--- src/rtl/load_use_hazard_unit_pkg.sv ---
// pipeline_pkg
// Shared definitions for the integer pipeline control blocks:
//   - RV32 base opcode constants used by hazard detection
//   - instruction register-field bit positions
//   - reg_idx_t register index type and scoreboard entry struct
//   - small field-extraction and operand-usage helpers
package pipeline_pkg;

    typedef logic [4:0] reg_idx_t;
    typedef logic [6:0] opcode_t;

    localparam opcode_t OP_LOAD   = 7'b0000011;
    localparam opcode_t OP_OP     = 7'b0110011;
    localparam opcode_t OP_STORE  = 7'b0100011;
    localparam opcode_t OP_BRANCH = 7'b1100011;
    localparam opcode_t OP_LUI    = 7'b0110111;
    localparam opcode_t OP_AUIPC  = 7'b0010111;
    localparam opcode_t OP_JAL    = 7'b1101111;

    localparam int OPC_LSB = 0;
    localparam int OPC_MSB = 6;
    localparam int RD_LSB  = 7;
    localparam int RD_MSB  = 11;
    localparam int RS1_LSB = 15;
    localparam int RS1_MSB = 19;
    localparam int RS2_LSB = 20;
    localparam int RS2_MSB = 24;

    // One in-flight load that has already left EX.
    typedef struct packed {
        logic     valid;
        reg_idx_t rd;
    } sb_entry_t;

    function automatic opcode_t get_opcode(input logic [31:0] instr);
        return instr[OPC_MSB:OPC_LSB];
    endfunction

    function automatic reg_idx_t get_rd(input logic [11:0] instr_lo);
        return instr_lo[RD_MSB:RD_LSB];
    endfunction

    function automatic reg_idx_t get_rs1(input logic [31:0] instr);
        return instr[RS1_MSB:RS1_LSB];
    endfunction

    function automatic reg_idx_t get_rs2(input logic [31:0] instr);
        return instr[RS2_MSB:RS2_LSB];
    endfunction

    // Upper-immediate and JAL formats carry immediate bits where rs1 sits.
    function automatic logic reads_rs1(input opcode_t op);
        return !((op == OP_LUI) || (op == OP_AUIPC) || (op == OP_JAL));
    endfunction

    function automatic logic reads_rs2(input opcode_t op);
        return (op == OP_OP) || (op == OP_STORE) || (op == OP_BRANCH);
    endfunction

endpackage

--- src/rtl/load_use_hazard_unit_if.sv ---
// load_use_hazard_unit_if
// Decode/Execute view of the pipeline seen by the load-use hazard unit.
//   instruction_D / valid_D   : instruction in Decode and its live flag
//   instruction_EX / valid_EX : instruction in Execute (valid_EX=0 for a bubble)
//   flush_D                   : Decode instruction is being killed this cycle
//   stall_FD                  : hold PC and the IF/ID register
//   bubble_EX                 : load a NOP into ID/EX (same value as stall_FD)
// master = pipeline side, slave = hazard unit side.
interface load_use_hazard_unit_if;
    logic [31:0] instruction_D;
    logic        valid_D;
    logic [31:0] instruction_EX;
    logic        valid_EX;
    logic        flush_D;
    logic        stall_FD;
    logic        bubble_EX;

    modport master (
        output instruction_D,
        output valid_D,
        output instruction_EX,
        output valid_EX,
        output flush_D,
        input  stall_FD,
        input  bubble_EX
    );

    modport slave (
        input  instruction_D,
        input  valid_D,
        input  instruction_EX,
        input  valid_EX,
        input  flush_D,
        output stall_FD,
        output bubble_EX
    );
endinterface

--- src/rtl/load_use_hazard_unit_scoreboard.sv ---
// load_scoreboard
// Age-ordered shift chain of loads that have left EX but whose data is not
// yet forwardable. Entry k holds the load that was in EX k+1 cycles ago.
// Ports:
//   clk, rst_n          : clock, async active-low reset (clears all entries)
//   advance             : shift enable; low during a global pipeline freeze
//   load_valid, load_rd : EX-stage load (valid and destination) entering entry 0
//   rs1, rs2            : Decode source registers to compare
//   hit_rs1, hit_rs2    : some valid entry's rd matches the respective source
// DEPTH=0 yields no storage and constant-zero hits.
module load_scoreboard
    import pipeline_pkg::*;
#(
    parameter int DEPTH = 0
) (
    input  logic     clk,
    input  logic     rst_n,
    input  logic     advance,
    input  logic     load_valid,
    input  reg_idx_t load_rd,
    input  reg_idx_t rs1,
    input  reg_idx_t rs2,
    output logic     hit_rs1,
    output logic     hit_rs2
);

    generate
        if (DEPTH > 0) begin : g_chain
            sb_entry_t entries [DEPTH];

            always_ff @(posedge clk or negedge rst_n) begin
                if (!rst_n) begin
                    for (int k = 0; k < DEPTH; k++) begin
                        entries[k] <= '0;
                    end
                end else if (advance) begin
                    entries[0] <= '{valid: load_valid, rd: load_rd};
                    for (int k = 1; k < DEPTH; k++) begin
                        entries[k] <= entries[k-1];
                    end
                end
            end

            always_comb begin
                hit_rs1 = 1'b0;
                hit_rs2 = 1'b0;
                for (int k = 0; k < DEPTH; k++) begin
                    if (entries[k].valid && (entries[k].rd == rs1)) begin
                        hit_rs1 = 1'b1;
                    end
                    if (entries[k].valid && (entries[k].rd == rs2)) begin
                        hit_rs2 = 1'b1;
                    end
                end
            end
        end else begin : g_empty
            logic unused_inputs;
            assign unused_inputs = ^{clk, rst_n, advance, load_valid, load_rd, rs1, rs2};
            assign hit_rs1 = 1'b0;
            assign hit_rs2 = 1'b0;
        end
    endgenerate

endmodule

--- src/rtl/load_use_hazard_unit.sv ---
// load_use_hazard_unit
// Load-use hazard detector between Decode and Execute. A Decode source that
// matches the rd of a load in EX, or of a younger-than-LOAD_LAT load tracked
// in the scoreboard, holds Fetch/Decode and injects a bubble into EX.
// Parameters:
//   LOAD_LAT  : cycles from load in EX to earliest consumer in EX (2..8)
//   CHECK_RS2 : also check rs2 for OP/STORE/BRANCH
//   CNT_W     : width of the saturating stall counter
// Ports:
//   clk, rst_n   : clock, async active-low reset
//   bus          : Decode/Execute instruction view, stall/bubble outputs
//   unit_enable  : 0 forces stall/bubble low (scoreboard still tracks)
//   pipe_hold    : global freeze; scoreboard and counter hold
//   cnt_clear    : synchronous clear of stall_count (beats increment)
//   stall_count  : number of non-frozen stall cycles, saturating
module load_use_hazard_unit
    import pipeline_pkg::*;
#(
    parameter int LOAD_LAT  = 2,
    parameter bit CHECK_RS2 = 1'b1,
    parameter int CNT_W     = 16
) (
    input  logic                 clk,
    input  logic                 rst_n,
    load_use_hazard_unit_if.slave bus,
    input  logic                 unit_enable,
    input  logic                 pipe_hold,
    input  logic                 cnt_clear,
    output logic [CNT_W-1:0]     stall_count
);

    localparam int SB_DEPTH = LOAD_LAT - 2;
    localparam logic [CNT_W-1:0] CNT_MAX = '1;
    localparam logic [CNT_W-1:0] CNT_ONE = {{(CNT_W-1){1'b0}}, 1'b1};

    opcode_t  op_d;
    opcode_t  op_ex;
    reg_idx_t rs1_d;
    reg_idx_t rs2_d;
    reg_idx_t rd_ex;
    logic     ex_is_load;
    logic     use_rs1;
    logic     use_rs2;
    logic     sb_hit_rs1;
    logic     sb_hit_rs2;
    logic     hazard;
    logic     stall;

    // Fields of the instruction words that play no part in hazard detection.
    logic unused_fields;
    assign unused_fields = ^{bus.instruction_D[31:25], bus.instruction_D[14:7],
                             bus.instruction_EX[31:12]};

    assign op_d  = get_opcode(bus.instruction_D);
    assign rs1_d = get_rs1(bus.instruction_D);
    assign rs2_d = get_rs2(bus.instruction_D);
    assign op_ex = get_opcode(bus.instruction_EX);
    assign rd_ex = get_rd(bus.instruction_EX[11:0]);

    // A load to x0 produces nothing to wait for.
    assign ex_is_load = bus.valid_EX && (op_ex == OP_LOAD) && (rd_ex != '0);

    // x0 sources are never hazards; the zero check also keeps stale rd==0
    // scoreboard entries (which cannot be valid anyway) out of the picture.
    assign use_rs1 = reads_rs1(op_d) && (rs1_d != '0);
    assign use_rs2 = CHECK_RS2 && reads_rs2(op_d) && (rs2_d != '0);

    load_scoreboard #(
        .DEPTH (SB_DEPTH)
    ) u_scoreboard (
        .clk        (clk),
        .rst_n      (rst_n),
        .advance    (!pipe_hold),
        .load_valid (ex_is_load),
        .load_rd    (rd_ex),
        .rs1        (rs1_d),
        .rs2        (rs2_d),
        .hit_rs1    (sb_hit_rs1),
        .hit_rs2    (sb_hit_rs2)
    );

    assign hazard = (use_rs1 && ((ex_is_load && (rd_ex == rs1_d)) || sb_hit_rs1))
                 || (use_rs2 && ((ex_is_load && (rd_ex == rs2_d)) || sb_hit_rs2));

    assign stall = unit_enable && bus.valid_D && !bus.flush_D && hazard;

    assign bus.stall_FD  = stall;
    assign bus.bubble_EX = stall;

    // Software clear is honoured even while the pipe is frozen.
    always_ff @(posedge clk or negedge rst_n) begin
        if (!rst_n) begin
            stall_count <= '0;
        end else if (cnt_clear) begin
            stall_count <= '0;
        end else if (stall && !pipe_hold && (stall_count != CNT_MAX)) begin
            stall_count <= stall_count + CNT_ONE;
        end
    end

endmodule

--- src/flat_wrapper.sv ---
// flat-port wrapper written by rule: the top's interface ports become plain ports
module load_use_hazard_unit_flat import pipeline_pkg::*;
#(
    parameter int LOAD_LAT  = 2,
    parameter bit CHECK_RS2 = 1'b1,
    parameter int CNT_W     = 16
)
  (clk, rst_n, unit_enable, pipe_hold, cnt_clear, stall_count, bus_instruction_D, bus_valid_D, bus_instruction_EX, bus_valid_EX, bus_flush_D, bus_stall_FD, bus_bubble_EX);
  load_use_hazard_unit_if bus_i ();
  input  logic clk;
  input  logic rst_n;
  input  logic unit_enable;
  input  logic pipe_hold;
  input  logic cnt_clear;
  output logic [CNT_W-1:0] stall_count;
  input wire logic [$bits(bus_i.instruction_D)-1:0] bus_instruction_D;
  input wire logic [$bits(bus_i.valid_D)-1:0] bus_valid_D;
  input wire logic [$bits(bus_i.instruction_EX)-1:0] bus_instruction_EX;
  input wire logic [$bits(bus_i.valid_EX)-1:0] bus_valid_EX;
  input wire logic [$bits(bus_i.flush_D)-1:0] bus_flush_D;
  output wire logic [$bits(bus_i.stall_FD)-1:0] bus_stall_FD;
  output wire logic [$bits(bus_i.bubble_EX)-1:0] bus_bubble_EX;
  assign bus_i.instruction_D = bus_instruction_D;
  assign bus_i.valid_D = bus_valid_D;
  assign bus_i.instruction_EX = bus_instruction_EX;
  assign bus_i.valid_EX = bus_valid_EX;
  assign bus_i.flush_D = bus_flush_D;
  assign bus_stall_FD = bus_i.stall_FD;
  assign bus_bubble_EX = bus_i.bubble_EX;
  load_use_hazard_unit #(.LOAD_LAT(LOAD_LAT), .CHECK_RS2(CHECK_RS2), .CNT_W(CNT_W)) u_core (.clk(clk), .rst_n(rst_n), .bus(bus_i), .unit_enable(unit_enable), .pipe_hold(pipe_hold), .cnt_clear(cnt_clear), .stall_count(stall_count));
endmodule
--- config.mk ---
export PLATFORM = sky130hd
export DESIGN_NAME = load_use_hazard_unit_flat
export DESIGN_NICKNAME = d
export VERILOG_FILES = /design/src/rtl/load_use_hazard_unit_pkg.sv /design/src/rtl/load_use_hazard_unit_if.sv /design/src/rtl/load_use_hazard_unit_scoreboard.sv /design/src/rtl/load_use_hazard_unit.sv /design/src/flat_wrapper.sv
export SDC_FILE = /design/constraint.sdc
export NUM_CORES = 1
export LEC_CHECK = 0
export ABC_AREA = 1
export BUFFER_PORTS_ARGS = -buffer_cell sky130_fd_sc_hd__buf_2
export CAP_MARGIN = 20
export CORE_MARGIN = 1
export CORE_UTILIZATION = 40
export DETAILED_ROUTE_END_ITERATION = 12
export PLACE_DENSITY = 0.83
export SLEW_MARGIN = 20
export SYNTH_ARGS = -nofsm -noshare
export SYNTH_HDL_FRONTEND = slang
export SYNTH_HIERARCHICAL = 1
export SYNTH_SLANG_ARGS = --single-unit
--- constraint.sdc ---
create_clock -name clk -period 5.2 [get_ports clk]
set_clock_uncertainty 0.15 [all_clocks]
set_input_delay 0.78 -clock clk [delete_from_list [all_inputs] [get_ports clk]]
set_output_delay 0.78 -clock clk [all_outputs]
set_load 0.05 [all_outputs]
==> run_results.csv, run 1 <==
group,metric,value,unit
cts,clockBufferDepth,2,
global_routing,gr-usage-all-layers,17.9,%
cts,cts_tree,"done",
cells_and_area,reg.largest.list,"u_core/stall_count: 16 flops",
routing,drt_iter0_drc,70,
timing,fmax,346,MHz
cells_and_area,fillers,345,
timing,worst_slack,2.31,ns
worst_setup_path,cp.required,4.27,ns
die,io_pins,90,
place,port-buffer-count,54,
worst_setup_path,critPathMaxFanout,4,
global_routing,grt_overflow,0,
routing,wl_per_cell,10.6,um
cells_and_area,area_growth,21.9,%
worst_setup_path,r2r_start,"u_core/stall_count[0]",
die,num_rows,21,
global_routing,grt_pass1_vias,1300,
logic_synthesis,synth_mux_area_share,0,%
routing,via_per_inst,4.85,
logic_synthesis,yosys.area.top_type,"dfrtp_1",
logic_synthesis,yosysWarnings,6,
logic_synthesis,synth_fa_ha_area_share,0.873,%
die,initial_core_util,42.3,%
logic_synthesis,synth.top_cell.area_share,27.9,%
cts,worstSkewPairLatency,0.28,ns
timing,relSlewSlack,62.9,%
worst_setup_path,r2r_end,"u_core/stall_count[10]",
die,coreArea,3390,sq um
die,die_w,61.8,um
die,die_h,61.8,um
routing,vias,1619,
place,gpl.final_weighted_congestion,0.878,
cts,postCtsHoldBufs,0,
routing,first_pass_iters,4,
logic_synthesis,synth-simple-area-share,46.6,%
routing,antenna_left,0,
routing,routed_wl,3.54,mm
cells_and_area,insertedDiodeCount,0,
cts,cts_root_buffer,"clkbuf_4",
worst_setup_path,cp-end-kind,"output port",
outcome,status,"finished, final reports clean",
timing,setup_viol_count_final,0,
logic_synthesis,syn_inst,237,
worst_setup_path,r2r_slack,3.05,ns
global_routing,grt_max_degree,18,
logic_synthesis,synth_top_family_by_area,"simple AND/OR/NAND/NOR gates",
routing,drc,0,
cells_and_area,max_flop_register,"u_core/stall_count",
cells_and_area,final_area,1750,sq um
cells_and_area,final_layout_size_suffix_gt1_share,22.9,%
logic_synthesis,yosys-top-cells-area,"dfrtp_1 (28%), nand2_1 (20%), nor2_1 (9.4%), inv_1 (7.9%), nand3_1 (7.7%)",
global_routing,grt_pass1_wl,5.06,mm
logic_synthesis,yosysSeqAreaShare,27.9,%
cts,cts.repair.resized,0,
place,place_inst,330,
logic_synthesis,ys_ff_latch,16,
logic_synthesis,synth.cell_area,1430,sq um
cells_and_area,final_nets,362,
place,hpwlAfterDp,2.65,mm
timing,setup_tns,0,ns
timing,maxSlewViolCount,0,
cts,clkSinkCount,16,
cells_and_area,largest_reg_flops,16,
timing,min_period,2.89,ns
cts,numCtsBuffers,3,
worst_hold_path,hold_path_class,"input pin to async pin",
timing,post-route-period-util,55.6,%
worst_setup_path,critPathKind,"input pin to output port",
timing,timing.final.hold_violations,0,
pwr,finalPower,283,uW
timing,worstMarginPinSlew,0.554,ns
timing,rsz0062_at_grt,"no",
cts,htree_levels,1,
run,maxCapViolations,0,
pwr,ir_drop,0.000100,V
logic_synthesis,synth_compound_area_share,6.64,%
cts,cts.clk_slew.worst_paths,0.09,ns
place,place_ws,2.31,ns
worst_setup_path,cp-start-kind,"input pin",
worst_setup_path,reg2reg_depth,12,
die,die_area,3820,sq um
logic_synthesis,syn_area_per_cell,6.04,sq um
global_routing,antenna_found_initial,0,
place,placed_area,1710,sq um
pwr,power-per-cell-area,162,nW/um^2
cts,post_cts.repair.setup_buffers,0,
logic_synthesis,synth_xor_area_share,5.50,%
logic_synthesis,ys_types,32,
pwr,power_leakage,0.983,nW
cells_and_area,stdcell_count,334,
worst_setup_path,cp.arrival,1.96,ns
-- worst max-delay path, cell delays in order --
cell and delay, ns:
buf_2 0.12, inv_1 0.06, nand2_1 0.05, nand2_1 0.04, inv_1 0.04, nand2_1 0.04
nor2_1 0.09, nand3_1 0.07, nand2_1 0.06, nand2_1 0.07, a21boi_0 0.22, buf_2 0.30
-- per-layer routing --
layer / up-vias / wire, um / GRT usage, %
met5: - / 0 / 0
met4: 0 / 16 / 8.25
met3: 2 / 192 / 3.93
met2: 47 / 1720 / 32.9
met1: 726 / 1610 / 19.6
li1: 844 / - / -
-- cells in the mapped netlist --
library cell and instances:
nor3_1 7, nand3_4 1, a31oi_1 2, nor3b_1 1, a31o_2 1, a21boi_0 1
o22ai_1 1, o21ai_0 6, clkbuf_1 2, xor2_1 4, dfrtp_1 16, o211ai_1 1
buf_2 1, nor2_1 36, and3_1 1, buf_4 4, nand2_4 1, clkinv_1 1
a211oi_1 1, a21oi_1 3, ha_1 1, inv_2 1, nand2_1 76, nand3_2 1
xnor2_1 5, nor2_2 2, nand3_1 22, inv_1 30, nand2_2 1, nand4_1 5
buf_6 1, conb_1 1
-- power breakdown --
| part | total [mW] | internal [mW] | leakage (nW) | switching (mW) |
|---|---|---|---|---|
| sequential | 0.131 | 0.127 | 0.221 | 0.00371 |
| combinational | 0.0710 | 0.0248 | 0.740 | 0.0462 |
| clock | 0.0808 | 0.0426 | 0.0210 | 0.0381 |
| total | 0.283 | 0.195 | 0.983 | 0.0880 |
-- worst max-delay path by stage --
| stage | start | end | slack [ns] | cells after the start |
|---|---|---|---|---|
| detailed placement | bus_instruction_EX[2] | bus_stall_FD | 2.31 | 11 |
| global route | bus_instruction_EX[5] | bus_bubble_EX | 2.09 | 11 |
| floorplan | bus_instruction_EX[6] | bus_stall_FD | 1.44 | 10 |
| global placement | bus_instruction_EX[5] | bus_bubble_EX | 2.32 | 11 |
| finish | bus_instruction_EX[11] | bus_stall_FD | 2.31 | 12 |
| CTS | bus_instruction_EX[6] | bus_stall_FD | 2.31 | 11 |
-- layout by cell type, fill, tap and decap left out, drive strengths merged --
cell,synthesis,final
o21ai,6,6
a21oi,3,3
inv,31,31
ha,1,1
buf,6,54
dfrtp,16,16
clkinv,1,1
conb,1,2
clkbuf,2,4
xor2,4,4
o22ai,1,1
nor3,7,7
nand4,5,5
o211ai,1,1
and3,1,1
a21boi,1,1
nor2,38,38
nor3b,1,1
a31oi,2,2
a211oi,1,1
a31o,1,1
nand2,78,78
xnor2,5,5
nand3,24,24
-- layout make-up --
cell class	count	area (sq um)	share of cell area (%)
multi-input combinational	182	862	49.4
sequential	16	400	22.9
timing repair buffer	54	270	15.5
inverter	32	120	6.88
tap	46	57.6	3.30
clock buffer	4	36.3	2.08
-- cells by family after synthesis --
kind of cell,Yosys count
AO/OA/AOI/OAI,16
XOR/XNOR,9
adder cells (fa/ha/maj),1
buffers and inverters,40
flip-flops,16
other,1
AND/OR/NAND/NOR,154
-- per-stage QoR --
stage / hold slack [ns] / utilization, %
after floorplan: 0.334 / -
after global placement: 0.366 / 50.5
after detailed placement: 0.373 / 50.5
after CTS: 0.245 / 51.5
after global routing: 0.254 / 51.5
final: 0.241 / 51.5
No activity file was read; power rests on OpenSTA's default activity.
==> run 2: changes to the inputs <==
Clock period 5.2 ns to 3 ns, I/O delays scaled along.
==> run 2 against run 1 <==
  * Sequential share of layout area decreased by 0.13 points
  * Global-route usage hardly changed
  * Largest cell class unchanged
  * Setup slack worse by 1.5 ns
  * Critical path depth did not move
  * Final area rose by 0.57%
  * Clock power rose by 75%
  * Routed wire length is 5.1% lower
  * Combinational power rose by 73%
==> run_results.csv, run 2 (same netlist as run 1, synthesis figures left out) <==
group,metric,value,unit
global_routing,grt_pass1_wl,5.13,mm
worst_setup_path,r2r_start,"u_core/stall_count[0]",
die,initial_core_util,42.3,%
routing,routed_wl,3.36,mm
timing,maxSlewViolCount,0,
pwr,internal-power,339,uW
routing,via_per_inst,4.68,
timing,post-route-period-util,72.6,%
pwr,p_sw_share,31.0,%
cts,numCtsBuffers,3,
worst_setup_path,crit_chain,"buf_2 -> inv_1 -> nand2_1 -> nand2_1 -> inv_1 -> nand2_1 -> nor2_1 -> nand3_1 -> nand2_1 -> nand2_1 -> a21boi_1 -> buf_2",
die,io_pins,90,
worst_hold_path,hold_path_class,"register to register",
pwr,power_leakage,0.988,nW
cells_and_area,multi_input_area,862,sq um
worst_setup_path,cp.arrival,1.58,ns
worst_setup_path,critPathSlowestCell,"buf_2",
cts,clkSinkCount,16,
pwr,power-per-cell-area,280,nW/um^2
cells_and_area,final_layout_size_suffix_gt1_share,22.8,%
cells_and_area,fillers,347,
worst_hold_path,hold_path_startpoint,"u_core/stall_count[13]",
cts,cts_tree,"done",
cts,worstSkewPairLatency,0.29,ns
cts,cts_root_buffer,"clkbuf_4",
routing,drc,0,
pwr,power_frac_clock,28.7,%
cells_and_area,final_cell_mix,"nand2_1 (76), buf_2 (54), nor2_1 (36), inv_1 (30), nand3_1 (22)",
cells_and_area,regArea,400,sq um
routing,first_pass_iters,5,
timing,worstMarginPinSlew,0.534,ns
run,maxCapViolations,0,
worst_setup_path,cp-start-kind,"input pin",
timing,relSlewSlack,64.2,%
place,hpwlAfterDp,2.59,mm
cts,clockBufferDepth,2,
pwr,power_frac_comb,25.0,%
global_routing,grt_pass1_vias,1300,
timing,rsz0062_at_grt,"no",
die,die_w,61.8,um
worst_setup_path,critPathKind,"input pin to output port",
cells_and_area,max_flop_register,"u_core/stall_count",
place,place_ws,0.817,ns
cts,htree_levels,1,
worst_setup_path,cp_common_cell,"nand2_1",
die,num_rows,21,
pwr,ir_drop,0.000241,V
die,die_area,3820,sq um
timing,timing.final.hold_violations,0,
global_routing,grt_max_degree,18,
routing,vias,1569,
global_routing,grt_overflow,0,
timing,worst_slack,0.822,ns
worst_setup_path,cp.required,2.40,ns
cells_and_area,largest_reg_flops,16,
cells_and_area,insertedDiodeCount,0,
cells_and_area,final_nets,363,
timing,fin_hold_ws,0.391,ns
global_routing,antenna_found_initial,0,
place,port-buffer-count,54,
timing,fmax,459,MHz
pwr,finalPower,491,uW
cells_and_area,final_area,1760,sq um
worst_setup_path,critPathMaxFanout,4,
place,placed_area,1710,sq um
global_routing,gr-usage-all-layers,17.9,%
cts,cts.clk_slew.worst_paths,0.09,ns
place,gpl.final_weighted_congestion,0.866,
outcome,status,"finished, final reports clean",
routing,wl_per_cell,10.0,um
timing,setup_viol_count_final,0,
pwr,power.switching,152,uW
cells_and_area,area_growth,22.6,%
worst_setup_path,startpoint,"bus_instruction_EX[11]",
worst_setup_path,cpPeakStageDelay,0.29,ns
worst_setup_path,cp-end-kind,"output port",
routing,drt_iter0_drc,59,
timing,min_period,2.18,ns
cells_and_area,reg.largest.list,"u_core/stall_count: 16 flops",
timing,setup_tns,0,ns
die,coreArea,3390,sq um
die,die_h,61.8,um
routing,antenna_left,0,
pwr,seqPwrFrac,46.2,%
cts,post_cts.repair.setup_buffers,0,
cells_and_area,mostFrequentLayoutCell,"nand2_1",
==> run 2: worst paths after layout <==
| path | endpoint | slack [ns] | cells past startpoint |
|---|---|---|---|
| max | bus_stall_FD | 0.82 | 12 |
| min | u_core/stall_count[13] | 0.39 | 2 |
| max reg2reg | u_core/stall_count[9] | 0.90 | 12 |
| min reg2reg | u_core/stall_count[13] | 0.39 | 2 |
| max in group asynchronous | u_core/stall_count[1] | 2.00 | 2 |
| min in group asynchronous | u_core/stall_count[14] | 0.45 | 2 |
==> run 2: area by class of cell <==
type / count / share of cell area [%]
clock buffers: 4 / 2.07
inverters: 32 / 6.84
multi-input cells: 182 / 49.1
flip-flops and latches: 16 / 22.8
well taps: 46 / 3.28
repair buffers: 55 / 16.0
==> run 2: layer usage <==
metal  vias to the layer above  GRT usage, %  wire, um
met5                         -             0         0
li1                        843             -         -
met1                       679          22.1      1530
met3                         4          2.07       162
met2                        43          31.3      1630
met4                         0          8.25        34
==> run 2: power by group through the flow <==
stage / logic, mW / clock network (mW) / registers, mW
2_1_floorplan: 0.0601 / 0 / 0.249
3_3_place_gp: 0.121 / 0 / 0.231
3_5_place_dp: 0.122 / 0 / 0.231
4_1_cts: 0.124 / 0.147 / 0.227
5_1_grt: 0.139 / 0.154 / 0.228
6_report: 0.123 / 0.141 / 0.227
==> run 2: worst max-delay path, delay by kind of cell <==
kind | cells | cell delay [ns]
AO/OA/AOI/OAI | 1 | 0.19
buffers and inverters | 4 | 0.52
AND/OR/NAND/NOR | 7 | 0.41
==> run 2: per-stage QoR <==
step                cells  util, %
finish                335     51.8
CTS                   335     51.8
global placement      330     50.5
floorplan             238        -
global route          335     51.8
detailed placement    330     50.5
==> run 2: repair_timing <==
action,CTS,global route
hold buffers,1,0
gates resized for setup,0,0
endpoints found under the hold margin,16,0
==> run 3: changes to the inputs <==
Clock period 3 ns to 2.1 ns, I/O delays scaled along.
==> run 3 against run 2 <==
  * Routed wire length grew 4.3%
  * Final area is 3.6% higher
  * Via count increased by 4.7%
  * Combinational power increased by 54%
  * Critical path depth is the same
  * Global-route usage down 0.43 points
  * Final cell count rose by 1.5%
  * Clock-buffer cell count stayed put
  * Total power up 46%
  * Utilization increased by 1.9 points
  * First-iteration DRC count is 53% higher
  * Highest routed layer unchanged
==> run_results.csv, run 3 (same netlist as run 1, synthesis figures left out) <==
group,metric,value,unit
cts,cts_root_buffer,"clkbuf_4",
cells_and_area,multi_input_area,882,sq um
routing,antenna_left,0,
pwr,ir_drop,0.000250,V
cts,clockBufferDepth,2,
timing,maxSlewViolCount,0,
pwr,power.switching,225,uW
timing,fmax,517,MHz
timing,setup_viol_count_final,0,
cts,worstSkewPairLatency,0.28,ns
die,die_h,61.8,um
cells_and_area,area_growth,27.1,%
global_routing,gr-usage-all-layers,17.5,%
die,die_area,3820,sq um
cts,clkSinkCount,16,
cells_and_area,largest_reg_flops,16,
cts,htree_levels,1,
cts,cts_tree,"done",
pwr,finalPower,717,uW
run,maxCapViolations,0,
worst_setup_path,critPathMaxFanout,9,
pwr,seqPwrFrac,45.2,%
routing,drt_iter0_drc,90,
pwr,power_frac_comb,26.4,%
global_routing,grt_max_degree,18,
worst_hold_path,hold_path_class,"input pin to async pin",
cells_and_area,insertedDiodeCount,0,
worst_setup_path,critPathKind,"register to register",
pwr,power_frac_clock,28.4,%
routing,wl_per_cell,10.3,um
timing,rsz0062_at_grt,"yes",
worst_setup_path,critPathSlowestCell,"dfrtp_2",
place,gpl.final_weighted_congestion,0.907,
cts,numCtsBuffers,3,
worst_setup_path,cp.required,2.18,ns
cells_and_area,regArea,403,sq um
routing,first_pass_iters,6,
cells_and_area,fillers,344,
timing,min_period,1.93,ns
routing,drc,0,
die,io_pins,90,
cells_and_area,final_area,1820,sq um
worst_setup_path,cp_common_cell,"nand2_1",
timing,timing.final.hold_violations,0,
cells_and_area,final_nets,368,
place,place_ws,0.112,ns
worst_setup_path,cp.arrival,2.01,ns
cells_and_area,mostFrequentLayoutCell,"nand2_1",
place,placed_area,1750,sq um
cells_and_area,reg.largest.list,"u_core/stall_count: 16 flops",
cts,cts.clk_slew.worst_paths,0.10,ns
pwr,p_sw_share,31.3,%
worst_setup_path,cp-start-kind,"register",
timing,worst_slack,0.166,ns
worst_setup_path,cp-end-kind,"register",
global_routing,grt_overflow,0,
worst_setup_path,r2r_slack,0.17,ns
pwr,power_leakage,1.01,nW
timing,post-route-period-util,92.1,%
routing,vias,1642,
place,port-buffer-count,54,
routing,via_per_inst,4.83,
worst_setup_path,crit_chain,"ha_2 -> nand3_2 -> nor2_4 -> nand2_2 -> nor2_2 -> nand4_1 -> nand2_1 -> inv_2 -> nand3_4 -> buf_6 -> nand3_1 -> nand2_1",
die,num_rows,21,
die,initial_core_util,42.3,%
pwr,power-per-cell-area,394,nW/um^2
cells_and_area,final_layout_size_suffix_gt1_share,25.5,%
global_routing,antenna_found_initial,0,
worst_setup_path,cpPeakStageDelay,0.39,ns
outcome,status,"finished, final reports clean",
pwr,internal-power,492,uW
cells_and_area,final_cell_mix,"nand2_1 (76), buf_2 (54), nor2_1 (36), inv_1 (30), nand3_1 (22)",
global_routing,grt_pass1_wl,5.10,mm
timing,setup_tns,0,ns
place,hpwlAfterDp,2.69,mm
global_routing,grt_pass1_vias,1267,
cells_and_area,max_flop_register,"u_core/stall_count",
die,die_w,61.8,um
routing,routed_wl,3.51,mm
die,coreArea,3390,sq um
run 3: cell types whose count changed in the layout (fill, tap and decap cells not counted), sizes merged:
| cell | previous run | this run |
|---|---|---|
| buf | 54 | 59 |
run 3: metal layers:
layer | vias to the layer above | GRT usage (%) | routed length [um]
met5 | - | 0 | 0
met4 | 0 | 5.08 | 26
met3 | 4 | 2.48 | 207
met2 | 43 | 31.3 | 1710
met1 | 742 | 21.8 | 1570
li1 | 853 | - | -
run 3: worst max-delay path, delay by kind of cell (launching register included):
| kind | cells | cell delay, ns |
|---|---|---|
| simple gates | 9 | 0.93 |
| buf+inv | 2 | 0.20 |
| fa+ha+maj | 1 | 0.20 |
| flops | 1 | 0.39 |
run 3: area by class of cell:
| class | instances | share of cell area, % |
|---|---|---|
| clock buffer | 4 | 1.99 |
| inverter | 32 | 6.60 |
| tap | 46 | 3.16 |
| timing repair buffer | 60 | 17.7 |
| sequential | 16 | 22.1 |
| multi-input combinational | 182 | 48.5 |
run 3: per-stage QoR:
step	hold slack [ns]	std cells	util (%)
after floorplan	-0.131	238	-
after global placement	0.0920	334	51.5
after detailed placement	0.0962	334	51.5
after CTS	0.329	339	52.9
after global routing	0.362	340	53.7
final	0.330	340	53.7
run 3: power by group through the flow:
stage / Sequential, mW / Clock, mW / Combinational (mW)
after global routing: 0.325 / 0.218 / 0.211
after detailed placement: 0.331 / 0 / 0.180
after CTS: 0.326 / 0.212 / 0.182
final: 0.324 / 0.204 / 0.189
after floorplan: 0.357 / 0 / 0.0864
after global placement: 0.332 / 0 / 0.176
run 3: repair_timing:
item / 4_1_cts / 5_1_grt
setup endpoints to repair: 0 / 18
hold buffers: 1 / 0
setup buffers: 0 / 1
hold endpoints to repair: 16 / 0
resized for setup: 0 / 4
run 3: worst paths after layout:
kind                                        start                endpoint  depth (start not counted)
min reg2reg                u_core/stall_count[13]  u_core/stall_count[13]                          2
min                                         rst_n  u_core/stall_count[14]                          2
max in group asynchronous                   rst_n   u_core/stall_count[0]                          2
min in group clk                        cnt_clear   u_core/stall_count[2]                          4
max reg2reg                 u_core/stall_count[1]   u_core/stall_count[9]                         12
max                         u_core/stall_count[1]   u_core/stall_count[9]                         12
